--- src/rtl/div_array_seq_ctrl.sv ---
// Round-robin sequencer for a shared combinational 16/8 array divider: arbitrates two
// requesters, holds operands for a settle window, and returns a tagged result.
// Optional macro DIV_SEQ_CTRL_STATS_EN adds saturating op/dz/ovf counters and stat_clr.
module div_array_seq_ctrl #(
  parameter int unsigned SETTLE_CYCLES = 3
) (
  input  logic        clk,
  input  logic        rst_n,
  input  logic [1:0]  req_valid,
  output logic [1:0]  req_ready,
  input  logic [15:0] req_n0,
  input  logic [7:0]  req_d0,
  input  logic [15:0] req_n1,
  input  logic [7:0]  req_d1,
  output logic [15:0] div_n,
  output logic [7:0]  div_d,
  input  logic [7:0]  div_q,
  input  logic [7:0]  div_r,
  output logic        resp_valid,
  input  logic        resp_ready,
  output logic        resp_id,
  output logic [7:0]  resp_q,
  output logic [7:0]  resp_r,
  output logic        resp_dz,
  output logic        resp_ovf,
  output logic        busy
`ifdef DIV_SEQ_CTRL_STATS_EN
  ,
  input  logic        stat_clr,
  output logic [15:0] stat_ops,
  output logic [7:0]  stat_dz,
  output logic [7:0]  stat_ovf
`endif
);

  localparam int unsigned N_W   = 16;
  localparam int unsigned D_W   = 8;
  localparam int unsigned CNT_W = 4;

  typedef enum logic [1:0] {S_IDLE, S_SETTLE, S_RESP} state_t;

  state_t           r_state, w_state_nxt;
  logic [CNT_W-1:0] r_cnt, w_cnt_nxt;
  logic             r_rr_ptr, w_rr_nxt;
  logic [N_W-1:0]   r_div_n, w_div_n_nxt;
  logic [D_W-1:0]   r_div_d, w_div_d_nxt;
  logic             r_valid, w_valid_nxt;
  logic             r_id, w_id_nxt;
  logic [D_W-1:0]   r_q, w_q_nxt;
  logic [D_W-1:0]   r_r, w_r_nxt;
  logic             r_dz, w_dz_nxt;
  logic             r_ovf, w_ovf_nxt;
  logic             r_ovf_pend, w_ovf_pend_nxt;
  logic             r_busy, w_busy_nxt;

  logic             w_gnt;
  logic             w_accept;
  logic [N_W-1:0]   w_sel_n;
  logic [D_W-1:0]   w_sel_d;
  logic             w_dz;
  logic             w_ovf;
  logic             w_handshake;

  // Round-robin grant: pointer requester first, otherwise the other one
  assign w_gnt     = req_valid[r_rr_ptr] ? r_rr_ptr : ~r_rr_ptr;
  assign w_accept  = (r_state == S_IDLE) && (|req_valid);
  assign req_ready = {w_gnt, ~w_gnt} & {2{w_accept}};
  assign w_sel_n   = w_gnt ? req_n1 : req_n0;
  assign w_sel_d   = w_gnt ? req_d1 : req_d0;
  assign w_dz      = (w_sel_d == '0);
  assign w_ovf     = (w_sel_n[15:8] >= w_sel_d) && !w_dz;
  assign w_handshake = (r_state == S_RESP) && resp_ready;

  always_comb begin
    w_state_nxt    = r_state;
    w_cnt_nxt      = r_cnt;
    w_rr_nxt       = r_rr_ptr;
    w_div_n_nxt    = r_div_n;
    w_div_d_nxt    = r_div_d;
    w_valid_nxt    = r_valid;
    w_id_nxt       = r_id;
    w_q_nxt        = r_q;
    w_r_nxt        = r_r;
    w_dz_nxt       = r_dz;
    w_ovf_nxt      = r_ovf;
    w_ovf_pend_nxt = r_ovf_pend;
    case (r_state)
      S_IDLE: begin
        if (w_accept) begin
          w_div_n_nxt    = w_sel_n;
          w_div_d_nxt    = w_sel_d;
          w_id_nxt       = w_gnt;
          w_rr_nxt       = ~w_gnt;
          w_ovf_pend_nxt = w_ovf;
          if (w_dz) begin
            // Divider output is meaningless for d==0; answer immediately
            w_state_nxt = S_RESP;
            w_valid_nxt = 1'b1;
            w_q_nxt     = 8'hFF;
            w_r_nxt     = w_sel_n[7:0];
            w_dz_nxt    = 1'b1;
            w_ovf_nxt   = 1'b0;
          end else begin
            w_state_nxt = S_SETTLE;
            w_cnt_nxt   = CNT_W'(SETTLE_CYCLES - 1);
          end
        end
      end
      S_SETTLE: begin
        if (r_cnt == '0) begin
          w_q_nxt     = div_q;
          w_r_nxt     = div_r;
          w_ovf_nxt   = r_ovf_pend;
          w_valid_nxt = 1'b1;
          w_state_nxt = S_RESP;
        end else begin
          w_cnt_nxt = r_cnt - CNT_W'(1);
        end
      end
      S_RESP: begin
        if (resp_ready) begin
          w_valid_nxt = 1'b0;
          w_dz_nxt    = 1'b0;
          w_ovf_nxt   = 1'b0;
          w_state_nxt = S_IDLE;
        end
      end
      default: w_state_nxt = S_IDLE;
    endcase
    w_busy_nxt = (w_state_nxt != S_IDLE);
  end

  always_ff @(posedge clk or negedge rst_n) begin
    if (!rst_n) begin
      r_state    <= S_IDLE;
      r_cnt      <= '0;
      r_rr_ptr   <= 1'b0;
      r_div_n    <= '0;
      r_div_d    <= '0;
      r_valid    <= 1'b0;
      r_id       <= 1'b0;
      r_q        <= '0;
      r_r        <= '0;
      r_dz       <= 1'b0;
      r_ovf      <= 1'b0;
      r_ovf_pend <= 1'b0;
      r_busy     <= 1'b0;
    end else begin
      r_state    <= w_state_nxt;
      r_cnt      <= w_cnt_nxt;
      r_rr_ptr   <= w_rr_nxt;
      r_div_n    <= w_div_n_nxt;
      r_div_d    <= w_div_d_nxt;
      r_valid    <= w_valid_nxt;
      r_id       <= w_id_nxt;
      r_q        <= w_q_nxt;
      r_r        <= w_r_nxt;
      r_dz       <= w_dz_nxt;
      r_ovf      <= w_ovf_nxt;
      r_ovf_pend <= w_ovf_pend_nxt;
      r_busy     <= w_busy_nxt;
    end
  end

  assign div_n      = r_div_n;
  assign div_d      = r_div_d;
  assign resp_valid = r_valid;
  assign resp_id    = r_id;
  assign resp_q     = r_q;
  assign resp_r     = r_r;
  assign resp_dz    = r_dz;
  assign resp_ovf   = r_ovf;
  assign busy       = r_busy;

`ifdef DIV_SEQ_CTRL_STATS_EN
  logic [15:0] r_stat_ops;
  logic [7:0]  r_stat_dz;
  logic [7:0]  r_stat_ovf;

  // Saturating event counters; clear wins over a same-cycle increment
  always_ff @(posedge clk or negedge rst_n) begin
    if (!rst_n) begin
      r_stat_ops <= '0;
      r_stat_dz  <= '0;
      r_stat_ovf <= '0;
    end else if (stat_clr) begin
      r_stat_ops <= '0;
      r_stat_dz  <= '0;
      r_stat_ovf <= '0;
    end else if (w_handshake) begin
      if (r_stat_ops != '1)          r_stat_ops <= r_stat_ops + 16'd1;
      if (r_dz && (r_stat_dz != '1))   r_stat_dz  <= r_stat_dz + 8'd1;
      if (r_ovf && (r_stat_ovf != '1)) r_stat_ovf <= r_stat_ovf + 8'd1;
    end
  end

  assign stat_ops = r_stat_ops;
  assign stat_dz  = r_stat_dz;
  assign stat_ovf = r_stat_ovf;
`else
  logic w_unused;
  assign w_unused = w_handshake;
`endif

endmodule

--- config.mk ---
export PLATFORM = sky130hd
export DESIGN_NAME = div_array_seq_ctrl
export DESIGN_NICKNAME = d
export VERILOG_FILES = /design/src/rtl/div_array_seq_ctrl.sv
export SDC_FILE = /design/constraint.sdc
export NUM_CORES = 1
export LEC_CHECK = 0
export ABC_AREA = 1
export BUFFER_PORTS_ARGS = -buffer_cell sky130_fd_sc_hd__buf_2
export CAP_MARGIN = 25
export CORE_MARGIN = 2
export CORE_UTILIZATION = 35
export CTS_BUF_LIST = sky130_fd_sc_hd__clkbuf_16
export DETAILED_ROUTE_END_ITERATION = 7
export GPL_TIMING_DRIVEN = 0
export MAX_ROUTING_LAYER = met4
export SETUP_SLACK_MARGIN = 0.2
export SYNTH_ARGS = -nofsm -noshare
export SYNTH_HDL_FRONTEND = slang
export SYNTH_SLANG_ARGS = --single-unit
--- constraint.sdc ---
create_clock -name clk -period 2.5 [get_ports clk]
set_input_delay 0 -clock clk [delete_from_list [all_inputs] [get_ports clk]]
set_output_delay 0 -clock clk [all_outputs]
set_load 0.05 [all_outputs]
Word-level counts from Yosys, hierarchy flattened
Index checks and enable logic that the tools add are counted.
{ "word_totals": {"register_bits": 53, "output_inout_bits": 47, "wordCells": 75} }
{ "classes": {"addsub": 1, "magnitude_cmp": 2, "eq_ne": 8, "muxes": 32, "bitwise_logic": 3, "reduce_logical": 16} }
{ "op_table": {"columns": ["cell", "count"], "rows": [
  ["8-bit 2-to-1 mux", 7],
  ["8-bit one-hot mux with 2 select lines", 2],
  ["16-bit 2-to-1 mux", 1],
  ["4-bit 2-to-1 mux", 3],
  ["2-bit != test (second input constant)", 6],
  ["4-bit AND reduction", 3],
  ["1-bit 2-to-1 mux", 10],
  ["8-bit >= comparator", 1],
  ["8-bit logical NOT", 1],
  ["2-bit 2-to-1 mux", 4],
  ["4-bit one-hot mux with 2 select lines", 1],
  ["1-bit one-hot mux with 3 select lines", 2],
  ["2-bit one-hot mux with 3 select lines", 1],
  ["2-bit nonzero test", 3],
  ["5-bit AND reduction", 1],
  ["4-bit logical NOT", 1],
  ["4-bit by 1-bit subtractor with 4-bit output (second input constant)", 1],
  ["3-bit nonzero test", 1],
  ["2-bit AND", 1],
  ["2-bit by 1-bit equality test with 1-bit output (second input constant)", 1],
  ["2-bit equality test (second input constant)", 1],
  ["1-bit logical AND", 2],
  ["2-bit logical NOT", 1],
  ["1-bit by 2-bit less-than comparator with 1-bit output (second input constant)", 1],
  ["other kinds (5)", 6]
]} }

Logic depth before layout (Yosys ltp)
Gate-level depths: netlist of run 1.
{ "logic_depth": {"ltp_word": 9, "ltp_mapped": 16, "depth_no_buf": 14} }

Least setup slack after synthesis of run 1
OpenSTA, ideal clock, no wires.
{ "synth_path": {"path_type": "reg-to-reg", "startpoint": "register r_rr_ptr", "endpoint": "register r_ovf_pend", "setup_time_ps": 118, "arrival_ps": 1803, "t_required_ps": 2382, "setup_slack_ps": 579, "path_stages_with_launch": 17, "period_less_slack_ps": 1921, "cell_sequence": "dfrtp_1 > inv_2 > nand2_4 > nand2_2 > buf_6 > buf_2 > nand2_1 > nand2_1 > ha_1 > inv_1 > nor2_1 > o21ai_0 > nand2_1 > nand2_1 > o2111ai_1 > nand3_1 > nand2_1"} }
{ "synth_between": {"elab_cells_between_ends": 10, "classes_between": "order compare: 1; mux: 5; bitwise: 1; reduce/logical: 3"} }
{ "synth_lines": {"columns": ["element", "line_no", "rtl"], "rows": [
  ["start: declaration", "44", "logic r_rr_ptr, w_rr_nxt;"],
  ["start signal: assignment", "151", "r_rr_ptr <= w_rr_nxt;"],
  ["1-bit 2-to-1 mux (not written as such) (2 in series)", "65", "assign w_gnt = req_valid[r_rr_ptr] ? r_rr_ptr : ~r_rr_ptr;"],
  ["1-bit 2-to-1 mux (*)", "65", null],
  ["16-bit 2-to-1 mux (*)", "68", "assign w_sel_n = w_gnt ? req_n1 : req_n0;"],
  ["named net w_sel_n[9]", "58", "logic [N_W-1:0] w_sel_n;"],
  ["8-bit >= comparator (*)", "71", "assign w_ovf = (w_sel_n[15:8] >= w_sel_d) && !w_dz;"],
  ["1-bit logical AND (*)", "71", null],
  ["end signal: assignment", "160", "r_ovf_pend <= w_ovf_pend_nxt;"],
  ["end: declaration", "53", "logic r_ovf_pend, w_ovf_pend_nxt;"]
]} }
The timed path passes the listed nets; every way through them passes the cells marked *. The select of a mux whose other input is x is not followed.
A chain may end at the register's enable or synchronous reset.

Final worst setup path of run 1
Ends and elaborated chain as after synthesis.

==> out/results.md, run 1 <==
| Group | Item | Reported |
|---|---|---|
| timing | Relative slew margins | 0.661 |
| timing | Post-route worst setup slack | 381 ps |
| timing | Transition time at the pin with the least slew margin | 508 ps |
| finish | Commonest non-fill, non-tap cells in the layout | sky130_fd_sc_hd__nand2_1, sky130_fd_sc_hd__buf_2, sky130_fd_sc_hd__dfrtp_1 |
| yosys | Synth Area per Inst | 7.97 sq um |
| yosys | Gate Count Post-Synth | 383 |
| drt | Detailed-route wire length per cell | 12.5 um |
| clocking | TritonCTS clock tree | done |
| drt | Overall routed net length | 7.82 mm |
| finish | Final std cells w/o fill | 627 |
| timing | Fraction of the cycle the final worst path needs | 0.848 |
| pwr | IR drop worst, VDD | 0.604 mV |
| worst hold path | Hold path cells | 3 |
| setup path | Reg-to-reg slack, setup | 380 ps |
| worst hold path | Class of the most critical hold timing path | in2reg |
| timing | Period minus WS final | 2120 ps |
| timing | Unrepaired setup endpoints after global routing | no |
| setup path | Endpoint arrival time on the critical path | 2300 ps |
| yosys | Area share of the leading cell type in the synthesized netlist | 0.435 |
| setup path | Data required, critical path | 2680 ps |
| pwr | Total power | 6.34 mW |
| clocking | Buffers from clock root to sink, at most | 2 |
| floorplanning | # rows | 34 |
| placed design | Half-perimeter wire length after placement | 6.15 mm |
| yosys | Synthesized Nets | 462 |
| finish | Design area | 4090 sq um |
| yosys | Number of flip-flops and latches in the synthesized netlist | 53 |
| grt | Vias in the first global route | 2819 |
| pwr | Leakage | 2.24 nW |
| finish | Fraction of final layout cells sized beyond drive strength 1 | 0.331 |
| clocking | H-Tree Depth | 2 |
| placed design | Routability-driven placement congestion ratio | 0.831 |
| setup path | Critical path start-end classification | reg2reg |
| finish | N_diodes | 0 |
| grt | Initial antenna violation count | 0 |
| placed design | Cells after DPL | 607 |
| setup path | Logic depth of the worst register-to-register path | 16 |
| drt | Iteration-0 DRC count of the detailed router | 95 |
| drt | Via/cell ratio | 4.59 |
| setup path | R2R Path Start | r_rr_ptr |
| run status | Result of the run | completed |
| clocking | Clk sink count | 53 |
| floorplanning | Number of ports placed on the die boundary | 116 |
| drt | TritonRoute pass-1 iters | 4 |
| floorplanning | Initial cell density of the core | 0.355 |
| yosys | Sequential-to-total area share from yosys stat | 0.435 |
| clocking | Cell at the root of the clock tree | sky130_fd_sc_hd__clkbuf_16 |
| placed design | DP Worst Slack | 254 ps |
| yosys | Synth area leaders | sky130_fd_sc_hd__dfrtp_1, sky130_fd_sc_hd__nand2_1, sky130_fd_sc_hd__o21ai_0 |
| placed design | Placed instance area | 3780 sq um |
| setup path | Worst Path Max Fanout | 10 |
| floorplanning | Die height | 97.4 um |
| finish | Area Growth Syn to Fin | 33.9% |
| grt | Remaining global-route overflow | 0 |
| grt | Aggregate global-route resource usage | 0.175 |
| clocking | Reg clk slew, reported paths | 70 ps |
| timing | Maximum clock rate | 0.472 GHz |
| flow run | Maximum capacitance violations | 0 |
| floorplanning | Area of the die | 9480 sq um |
| setup path | Nature of the critical path endpoint | flip-flop |
| drt | Post-route DRC | 0 |
| yosys | Synthesis Warnings | 0 |
| drt | Antenna viol nets, final | 0 |
| finish | Leading cell type in the layout, fill and taps excluded | sky130_fd_sc_hd__nand2_1 |
| grt | First-pass GRT wire length | 13.3 mm |
| grt | Largest net degree at the start of global routing | 34 |
| worst hold path | Worst Hold Path EP | div_n[13] |
| clocking | Number of buffers added by the clock tree synthesis step | 5 |
| finish | Final net count | 598 |
| yosys | Cell area after technology mapping | 3050 sq um |
| timing | Clock skew | 7.00 ps |
| timing | Fin. Hold Viols | 0 |
| floorplanning | Floorplan die width | 97.4 um |
| timing | Total negative slack | 0 ps |
| timing | Final-report setup violation count | 0 |
| yosys | Cell taking the most area after synthesis | sky130_fd_sc_hd__dfrtp_1 |
| timing | Final number of max-transition violations | 0 |
| finish | Fill cells | 886 |
| worst hold path | Min-delay src | req_n1[13] |
| floorplanning | Core Area | 8590 sq um |
| timing | Worst Hold Margin | 1.00 ps |
| yosys | Yosys cell types | 31 |
| setup path | R2r endpoint | r_ovf_pend |
| placed design | Number of port buffers | 115 |
| clocking | Clock latency on the worst-skew pair | 290 ps |
| drt | Vias | 2881 |
| setup path | Setup crit start kind | flip-flop |
| finish | Final cell utilization of the core | 0.476 |
| pwr | Power density over cell area | 1550 nW/um^2 |
| clocking | Total setup buffers inserted after CTS | 0 |
==> critical path, cell delays in order (launching register included) <==
cell	delay [ps]
sky130_fd_sc_hd__dfrtp_1	420
sky130_fd_sc_hd__inv_2	110
sky130_fd_sc_hd__nand2_4	70
sky130_fd_sc_hd__nand2_2	80
sky130_fd_sc_hd__buf_6	160
sky130_fd_sc_hd__buf_6	170
sky130_fd_sc_hd__nand2_1	80
sky130_fd_sc_hd__nand2_1	90
sky130_fd_sc_hd__ha_1	240
sky130_fd_sc_hd__inv_1	60
sky130_fd_sc_hd__nor2_1	30
sky130_fd_sc_hd__o21ai_0	140
sky130_fd_sc_hd__nand2_1	60
sky130_fd_sc_hd__nand2_1	60
sky130_fd_sc_hd__o2111ai_1	100
sky130_fd_sc_hd__nand3_1	90
sky130_fd_sc_hd__nand2_1	50
==> flip-flops by register name, indices dropped and copies added (netlist names) <==
signal	flops
div_n	16
div_d	8
resp_q	8
resp_r	8
r_cnt	4
r_state	2
busy	1
r_ovf_pend	1
r_rr_ptr	1
resp_dz	1
resp_id	1
resp_ovf	1
resp_valid	1
==> where the power goes <==
group / switching, mW / internal (mW)
Combinational: 2.86 / 1.19
Sequential: 0.218 / 1.29
Clock: 0.307 / 0.471
==> layer usage <==
metal / up-vias / routed length [um] / GRT usage
li1: 1500 / - / -
met1: 1291 / 3790 / 0.234
met2: 83 / 3520 / 0.280
met3: 7 / 452 / 0.0345
met4: 0 / 57 / 0.0321
met5: - / 0 / -
==> cell families (layout without fill, tap and decap cells) <==
group | count (synthesis) | count (layout) | synth area share
adder cells (fa/ha/maj) | 10 | 10 | 0.0410
flip-flops | 53 | 53 | 0.435
XOR/XNOR | 2 | 2 | 0.00574
buffers and inverters | 58 | 194 | 0.0947
multiplexers | 1 | 1 | 0.00328
AND/OR/NAND/NOR | 205 | 205 | 0.326
AO/OA/AOI/OAI | 54 | 54 | 0.0947
==> repair_timing <==
action,4_1_cts,5_1_grt
gates resized for setup,0,6
hold endpoints to repair,27,0
setup endpoints to repair,0,6
hold buffers,13,0
==> cells in the mapped netlist (all sizes together) <==
| cell type | instances |
|---|---|
| a21oi | 6 |
| a31oi | 7 |
| buf | 9 |
| clkbuf | 10 |
| clkinv | 1 |
| dfrtp | 53 |
| ha | 10 |
| inv | 38 |
| mux2i | 1 |
| nand2 | 138 |
| nand3 | 15 |
| nand3b | 3 |
| nand4 | 18 |
| nor2 | 22 |
| o2111ai | 1 |
| o21ai | 39 |
| o31ai | 1 |
| or2 | 9 |
| xnor2 | 1 |
| xor2 | 1 |
==> worst max-delay path by stage <==
stage / from / end / depth (start not counted)
finish: r_rr_ptr / r_ovf_pend / 16
global placement: r_rr_ptr / r_ovf_pend / 14
CTS: r_rr_ptr / r_ovf_pend / 16
global route: r_rr_ptr / r_ovf_pend / 16
detailed placement: r_rr_ptr / r_ovf_pend / 16
floorplan: r_rr_ptr / r_ovf_pend / 16
==> final cells by class <==
type / instances / area (sq um) / area share
multi-input cells: 272 / 1440 / 0.352
flip-flops and latches: 53 / 1330 / 0.324
repair buffers: 129 / 726 / 0.178
plain buffers: 19 / 150 / 0.0367
inverters: 39 / 146 / 0.0358
well taps: 108 / 135 / 0.0331
clock buffers: 5 / 125 / 0.0306
clock inverters: 2 / 38.8 / 0.00949
Power figures use the tool's default switching activity.
==> inputs of run 2 (changes only) <==
ABC_AREA = 0   (was 1)
clock period = 2 ns   (was 2.5 ns; I/O delays follow)
==> out/results.md, run 2 <==
| Group | Item | Reported |
|---|---|---|
| yosys | Area share of the leading cell type in the synthesized netlist | 0.497 |
| timing | Final number of max-transition violations | 0 |
| yosys | Cell area after technology mapping | 2670 sq um |
| yosys | Yosys cell types | 39 |
| timing | Clock skew | 4.47 ps |
| setup path | Slowest cell on crit path | sky130_fd_sc_hd__dfrtp_1 |
| finish | Final net count | 483 |
| worst hold path | Hold path cells | 3 |
| grt | Initial antenna violation count | 0 |
| finish | Commonest non-fill, non-tap cells in the layout | sky130_fd_sc_hd__buf_2, sky130_fd_sc_hd__dfrtp_1, sky130_fd_sc_hd__nand2_1 |
| yosys | Cell taking the most area after synthesis | sky130_fd_sc_hd__dfrtp_1 |
| setup path | Most common cell on crit path | sky130_fd_sc_hd__nand2b_4 |
| setup path | Combined buffer and inverter count along the critical path | 2 |
| clocking | TritonCTS clock tree | done |
| setup path | R2R Path Start | r_rr_ptr |
| timing | Total negative slack | -273 ps |
| timing | Fin. Hold Viols | 0 |
| drt | Antenna viol nets, final | 0 |
| clocking | Reg clk slew, reported paths | 70 ps |
| timing | Unrepaired setup endpoints after global routing | yes |
| finish | Final std cells w/o fill | 504 |
| placed design | Cells after DPL | 475 |
| setup path | Endpoint arrival time on the critical path | 2430 ps |
| grt | First-pass GRT wire length | 12.3 mm |
| finish | Leading cell type in the layout, fill and taps excluded | sky130_fd_sc_hd__buf_2 |
| yosys | Synthesized Nets | 339 |
| placed design | Routability-driven placement congestion ratio | 0.823 |
| floorplanning | Area of the die | 8340 sq um |
| clocking | Buffers from clock root to sink, at most | 2 |
| setup path | Logic depth of the worst path, buffers included | 11 |
| setup path | Data required, critical path | 2180 ps |
| drt | TritonRoute pass-1 iters | 4 |
| pwr | Leakage | 1.95 nW |
| worst hold path | Worst Hold Path EP | div_n[5] |
| run status | Result of the run | finished with violations |
| floorplanning | Floorplan die width | 91.3 um |
| yosys | Synthesis Warnings | 0 |
| grt | Largest net degree at the start of global routing | 39 |
| placed design | Placed instance area | 3490 sq um |
| drt | Vias | 2421 |
| setup path | Worst path max stage delay | 390 ps |
| placed design | Half-perimeter wire length after placement | 5.51 mm |
| setup path | Nature of the critical path endpoint | flip-flop |
| setup path | Top cell family by delay on the critical path | compound AO/OA/AOI/OAI gates |
| timing | Final-report setup violation count | 3 |
| clocking | H-Tree Depth | 2 |
| floorplanning | Initial cell density of the core | 0.364 |
| yosys | Top cells by count, synth | sky130_fd_sc_hd__dfrtp_1, sky130_fd_sc_hd__nand2_1, sky130_fd_sc_hd__o21ai_0 |
| pwr | Power density over cell area | 1910 nW/um^2 |
| floorplanning | Core Area | 7330 sq um |
| clocking | Cell at the root of the clock tree | sky130_fd_sc_hd__clkbuf_16 |
| grt | Aggregate global-route resource usage | 0.192 |
| setup path | Reg-to-reg slack, setup | -250 ps |
| timing | Post-route worst setup slack | -249 ps |
| clocking | Number of buffers added by the clock tree synthesis step | 5 |
| pwr | IR drop worst, VDD | 0.878 mV |
| drt | Via/cell ratio | 4.80 |
| grt | Remaining global-route overflow | 0 |
| yosys | Synth area leaders | sky130_fd_sc_hd__dfrtp_1, sky130_fd_sc_hd__nand2_1, sky130_fd_sc_hd__mux2i_1 |
| setup path | Logic depth of the worst register-to-register path | 11 |
| drt | Overall routed net length | 7.37 mm |
| setup path | Setup crit start kind | flip-flop |
| drt | Iteration-0 DRC count of the detailed router | 80 |
| timing | Transition time at the pin with the least slew margin | 479 ps |
| drt | Post-route DRC | 0 |
| worst hold path | Min-delay src | req_n1[5] |
| yosys | Synth Area per Inst | 10.3 sq um |
| flow run | Maximum capacitance violations | 0 |
| floorplanning | Die height | 91.3 um |
| floorplanning | # rows | 31 |
| yosys | Sequential-to-total area share from yosys stat | 0.497 |
| yosys | Number of flip-flops and latches in the synthesized netlist | 53 |
| setup path | Ordered cell list for the critical path | nand2b_4 -> o21ai_2 -> buf_6 -> buf_12 -> mux2_4 -> ha_4 -> nand2b_4 -> a211oi_2 -> o21bai_1 -> a221oi_2 -> o21ai_1 |
| timing | Period minus WS final | 2250 ps |
| setup path | Worst Path Max Fanout | 6 |
| clocking | Clock latency on the worst-skew pair | 290 ps |
| placed design | Number of port buffers | 115 |
| floorplanning | Number of ports placed on the die boundary | 116 |
| clocking | Clk sink count | 53 |
| yosys | Top flip-flop cell by instance count after synthesis | sky130_fd_sc_hd__dfrtp_1 |
| finish | Area Growth Syn to Fin | 48.7% |
| finish | Design area | 3970 sq um |
| yosys | Gate Count Post-Synth | 260 |
| finish | Fraction of final layout cells sized beyond drive strength 1 | 0.444 |
| grt | Vias in the first global route | 2536 |
| setup path | Critical path start-end classification | reg2reg |
| run status | Violated checks | negative setup slack |
| yosys | Most frequent cell after synthesis | sky130_fd_sc_hd__dfrtp_1 |
| finish | Largest register FFs | 16 |
| timing | Maximum clock rate | 0.445 GHz |
| yosys | Fraction of registers with async set/reset | 1.00 |
| timing | Fraction of the cycle the final worst path needs | 1.12 |
| drt | Detailed-route wire length per cell | 14.6 um |
| setup path | R2r endpoint | r_ovf_pend |
| finish | N_diodes | 0 |
| worst hold path | Class of the most critical hold timing path | in2reg |
| finish | Fill cells | 677 |
| yosys | Number of synthesized flops with an enable pin | 0 |
| timing | Relative slew margins | 0.680 |
## run 2: how the worst max path moves through the flow
stage,start,endpoint,slack [ps]
after floorplan,r_rr_ptr,r_ovf_pend,-170
after global placement,r_rr_ptr,r_ovf_pend,-370
after detailed placement,r_rr_ptr,r_ovf_pend,-380
after CTS,r_rr_ptr,r_ovf_pend,-290
after global routing,r_rr_ptr,r_ovf_pend,-340
final,r_rr_ptr,r_ovf_pend,-250
## run 2: worst reg2reg max path, stage by stage, from the launching register on
cell	delay (ps)
sky130_fd_sc_hd__dfrtp_1	390
sky130_fd_sc_hd__nand2b_4	140
sky130_fd_sc_hd__o21ai_2	50
sky130_fd_sc_hd__buf_6	140
sky130_fd_sc_hd__buf_12	120
sky130_fd_sc_hd__mux2_4	330
sky130_fd_sc_hd__ha_4	210
sky130_fd_sc_hd__nand2b_4	130
sky130_fd_sc_hd__a211oi_2	170
sky130_fd_sc_hd__o21bai_1	100
sky130_fd_sc_hd__a221oi_2	280
sky130_fd_sc_hd__o21ai_1	90
## run 2: area by class of cell
| cell class | count | area [sq um] | share of cell area |
|---|---|---|---|
| Tap cell | 99 | 124 | 0.0312 |
| Timing Repair Buffer | 137 | 785 | 0.198 |
| Clock buffer | 5 | 125 | 0.0315 |
| Buffer | 14 | 114 | 0.0287 |
| Sequential cell | 53 | 1330 | 0.334 |
| Inverter | 4 | 15.0 | 0.00379 |
| Multi-Input combinational cell | 189 | 1410 | 0.356 |
| Clock inverter | 3 | 65.1 | 0.0164 |
## run 2: cell families after synthesis
group	Yosys count	share of synthesized area
fa+ha+maj	10	0.0469
compound gates	57	0.137
flops	53	0.497
buf+inv	18	0.0347
xor+xnor	2	0.00657
simple gates	87	0.143
mux	33	0.136
## run 2: stage by stage
| step | power (mW) | util | setup slack (ps) | hold slack, ps |
|---|---|---|---|---|
| 5_1_grt | 8.11 | 0.541 | -339 | 65.5 |
| 3_5_place_dp | 6.21 | 0.476 | -382 | -34.3 |
| 2_1_floorplan | 5.18 | - | -169 | -296 |
| 6_report | 7.59 | 0.541 | -249 | 48.3 |
| 3_3_place_gp | 6.14 | 0.473 | -366 | 234 |
| 4_1_cts | 7.52 | 0.531 | -286 | 46.7 |
## run 2: routing by layer
metal	track usage	part of all wire
met5	-	0
met4	0.0530	0.0096
met3	0.0373	0.059
met2	0.322	0.48
met1	0.237	0.45
## run 2: repair_timing
| action | 4_1_cts | 5_1_grt |
|---|---|---|
| hold buffers | 9 | 0 |
| endpoints found under the setup margin | 22 | 38 |
| setup buffers | 7 | 5 |
| hold endpoints to repair | 23 | 0 |
| gates resized for setup | 14 | 14 |
| pin swaps | 4 | 3 |
## run 2: where the power goes
group / leakage, nW / internal [mW] / switching [mW]
registers: 0.622 / 1.59 / 0.278
logic: 1.23 / 1.59 / 3.04
clock network: 0.0938 / 0.715 / 0.384
==> inputs of run 3 (changes only) <==
HOLD_SLACK_MARGIN = 0.05   (was unset)
SETUP_SLACK_MARGIN = unset   (was 0.2)
==> out/results.md, run 3 (same netlist as run 2, synthesis figures left out) <==
| Group | Item | Reported |
|---|---|---|
| floorplanning | Number of ports placed on the die boundary | 116 |
| pwr | IR drop worst, VDD | 0.961 mV |
| placed design | Routability-driven placement congestion ratio | 0.836 |
| drt | Length of routed wiring on met1 | 3.28 mm |
| timing | Worst Hold Margin | 38.4 ps |
| pwr | Proportion of total power due to net switching | 0.486 |
| pwr | Relative contribution of sequential cells to total power | 0.244 |
| timing | Fin. Hold Viols | 0 |
| floorplanning | # rows | 31 |
| setup path | Setup crit start kind | flip-flop |
| clocking | Number of buffers added by the clock tree synthesis step | 5 |
| drt | Vias | 2484 |
| run status | Result of the run | finished with violations |
| clocking | Clock latency on the worst-skew pair | 290 ps |
| finish | Fraction of final layout cells sized beyond drive strength 1 | 0.435 |
| finish | Largest register FFs | 16 |
| setup path | Ordered cell list for the critical path | nand2b_4 -> o21ai_2 -> buf_6 -> buf_12 -> mux2_4 -> ha_4 -> nand2b_4 -> a211oi_2 -> o21bai_1 -> a221oi_2 -> o21ai_1 |
| flow run | Maximum capacitance violations | 0 |
| clocking | Cell at the root of the clock tree | sky130_fd_sc_hd__clkbuf_16 |
| run status | Violated checks | negative setup slack |
| grt | Vias in the first global route | 2547 |
| grt | Remaining global-route overflow | 0 |
| drt | Wire length on met2 | 3.71 mm |
| placed design | Number of port buffers | 115 |
| setup path | Nature of the critical path endpoint | flip-flop |
| pwr | Part of the total power dissipated in the clock network | 0.145 |
| finish | N_diodes | 0 |
| timing | Maximum clock rate | 0.448 GHz |
| pwr | Power density over cell area | 1920 nW/um^2 |
| timing | Transition time at the pin with the least slew margin | 534 ps |
| setup path | Worst path max stage delay | 380 ps |
| timing | Unrepaired setup endpoints after global routing | yes |
| setup path | Top cell family by delay on the critical path | compound AO/OA/AOI/OAI gates |
| drt | Detailed-route wire length per cell | 15.0 um |
| drt | Antenna viol nets, final | 0 |
| finish | Area Growth Syn to Fin | 49.8% |
| setup path | Worst Path Max Fanout | 9 |
| setup path | Critical path start-end classification | reg2reg |
| drt | Wire length on met3 | 445 um |
| grt | Aggregate global-route resource usage | 0.191 |
| placed design | Cells after DPL | 475 |
| setup path | Combined buffer and inverter count along the critical path | 2 |
| clocking | Clk sink count | 53 |
| worst hold path | Class of the most critical hold timing path | in2reg |
| floorplanning | Initial cell density of the core | 0.364 |
| floorplanning | Core Area | 7330 sq um |
| drt | Via/cell ratio | 4.91 |
| clocking | Reg clk slew, reported paths | 70 ps |
| pwr | Total power | 7.68 mW |
| grt | First-pass GRT wire length | 12.4 mm |
| floorplanning | Area of the die | 8340 sq um |
| drt | Post-route DRC | 0 |
| setup path | Most common cell on crit path | sky130_fd_sc_hd__nand2b_4 |
| finish | Final net count | 485 |
| finish | Final std cells w/o fill | 506 |
| setup path | Endpoint arrival time on the critical path | 2410 ps |
| clocking | H-Tree Depth | 2 |
| grt | Largest net degree at the start of global routing | 34 |
| setup path | Data required, critical path | 2180 ps |
| grt | Initial antenna violation count | 0 |
| placed design | Half-perimeter wire length after placement | 5.64 mm |
| pwr | Logic pwr share | 0.611 |
| drt | Highest metal used | met4 |
| floorplanning | Die height | 91.3 um |
| finish | Final cell utilization of the core | 0.545 |
| placed design | Placed instance area | 3480 sq um |
| timing | Relative slew margins | 0.644 |
| setup path | Slowest cell on crit path | sky130_fd_sc_hd__dfrtp_1 |
| finish | Leading cell type in the layout, fill and taps excluded | sky130_fd_sc_hd__buf_2 |
| drt | TritonRoute pass-1 iters | 4 |
| pwr | Net switching component of the power | 3.73 mW |
| timing | Period minus WS final | 2230 ps |
| clocking | Buffers from clock root to sink, at most | 2 |
| timing | Post-route worst setup slack | -232 ps |
| timing | Final-report setup violation count | 1 |
| drt | Overall routed net length | 7.57 mm |
| timing | Fraction of the cycle the final worst path needs | 1.12 |
| floorplanning | Floorplan die width | 91.3 um |
| pwr | Internal Power | 3.95 mW |
| timing | Final number of max-transition violations | 0 |
| clocking | TritonCTS clock tree | done |
| finish | Commonest non-fill, non-tap cells in the layout | sky130_fd_sc_hd__buf_2, sky130_fd_sc_hd__dfrtp_1, sky130_fd_sc_hd__nand2_1 |
| finish | Design area | 4000 sq um |
| pwr | Leakage | 1.96 nW |
| timing | Clock skew | 3.22 ps |
| drt | Iteration-0 DRC count of the detailed router | 114 |
[run 3: cell types whose count changed in the layout (fill, tap and decap cells not counted), moves of 2 or more]
cell / change
sky130_fd_sc_hd__clkbuf_2: -2
sky130_fd_sc_hd__dlygate4sd3_1: +2
sky130_fd_sc_hd__clkbuf_1: +2
sky130_fd_sc_hd__buf_4: -2
[run 3: path summary, 6_finish.rpt]
check / from / endpoint / slack, ps / cells past startpoint
worst max register to register: r_rr_ptr / r_ovf_pend / -230 / 11
worst min register to register: div_n[10] / div_n[10] / 470 / 2
worst max-delay path: r_rr_ptr / r_ovf_pend / -230 / 11
worst min-delay path: req_n1[1] / div_n[1] / 40 / 3
max in group asynchronous: rst_n / resp_q[4] / 1220 / 3
min in group asynchronous: rst_n / div_n[11] / 220 / 2
[run 3: area by class of cell]
type	instances	area, sq um
buffer	14	111
clock buffer	5	125
clock inverter	3	68.8
fill	658	3340
inverter	4	15.0
multi-input combinational	189	1390
sequential	53	1330
tap	99	124
timing repair buffer	139	831
[run 3: through the flow]
step | setup WS (ps) | setup TNS (ps)
after floorplan | -169 | -169
after global placement | -352 | -654
after CTS | -249 | -355
after global routing | -331 | -1000
final | -232 | -232
after detailed placement | -381 | -732
[run 3: power by group through the flow]
stage	registers [mW]	clock network, mW	logic (mW)
floorplan	3.34	0	1.82
global placement	1.86	0	4.26
detailed placement	1.88	0	4.34
CTS	1.87	1.13	4.56
global route	1.93	1.19	5.04
finish	1.87	1.12	4.70
[run 3: what timing repair did]
item | CTS | global route
hold buffers | 11 | 0
resized for setup | 11 | 11
gates cloned | 1 | 0
setup buffers | 4 | 7
pin swaps | 0 | 3
hold endpoints to repair | 30 | 0
setup endpoints to repair | 10 | 11
[run 3: per-layer routing]
metal  track usage  vias to the layer above
li1              -                     1201
met1         0.230                     1174
met2         0.328                       97
met3        0.0365                       12
met4        0.0492                        0
met5             -                        -
[run 3: worst register-to-register path: stages (launching register included)]
cell                       delay, ps
sky130_fd_sc_hd__dfrtp_1         380
sky130_fd_sc_hd__nand2b_4        140
sky130_fd_sc_hd__o21ai_2          60
sky130_fd_sc_hd__buf_6           150
sky130_fd_sc_hd__buf_12          130
sky130_fd_sc_hd__mux2_4          320
sky130_fd_sc_hd__ha_4            210
sky130_fd_sc_hd__nand2b_4        130
sky130_fd_sc_hd__a211oi_2        160
sky130_fd_sc_hd__o21bai_1        100
sky130_fd_sc_hd__a221oi_2        240
sky130_fd_sc_hd__o21ai_1          90
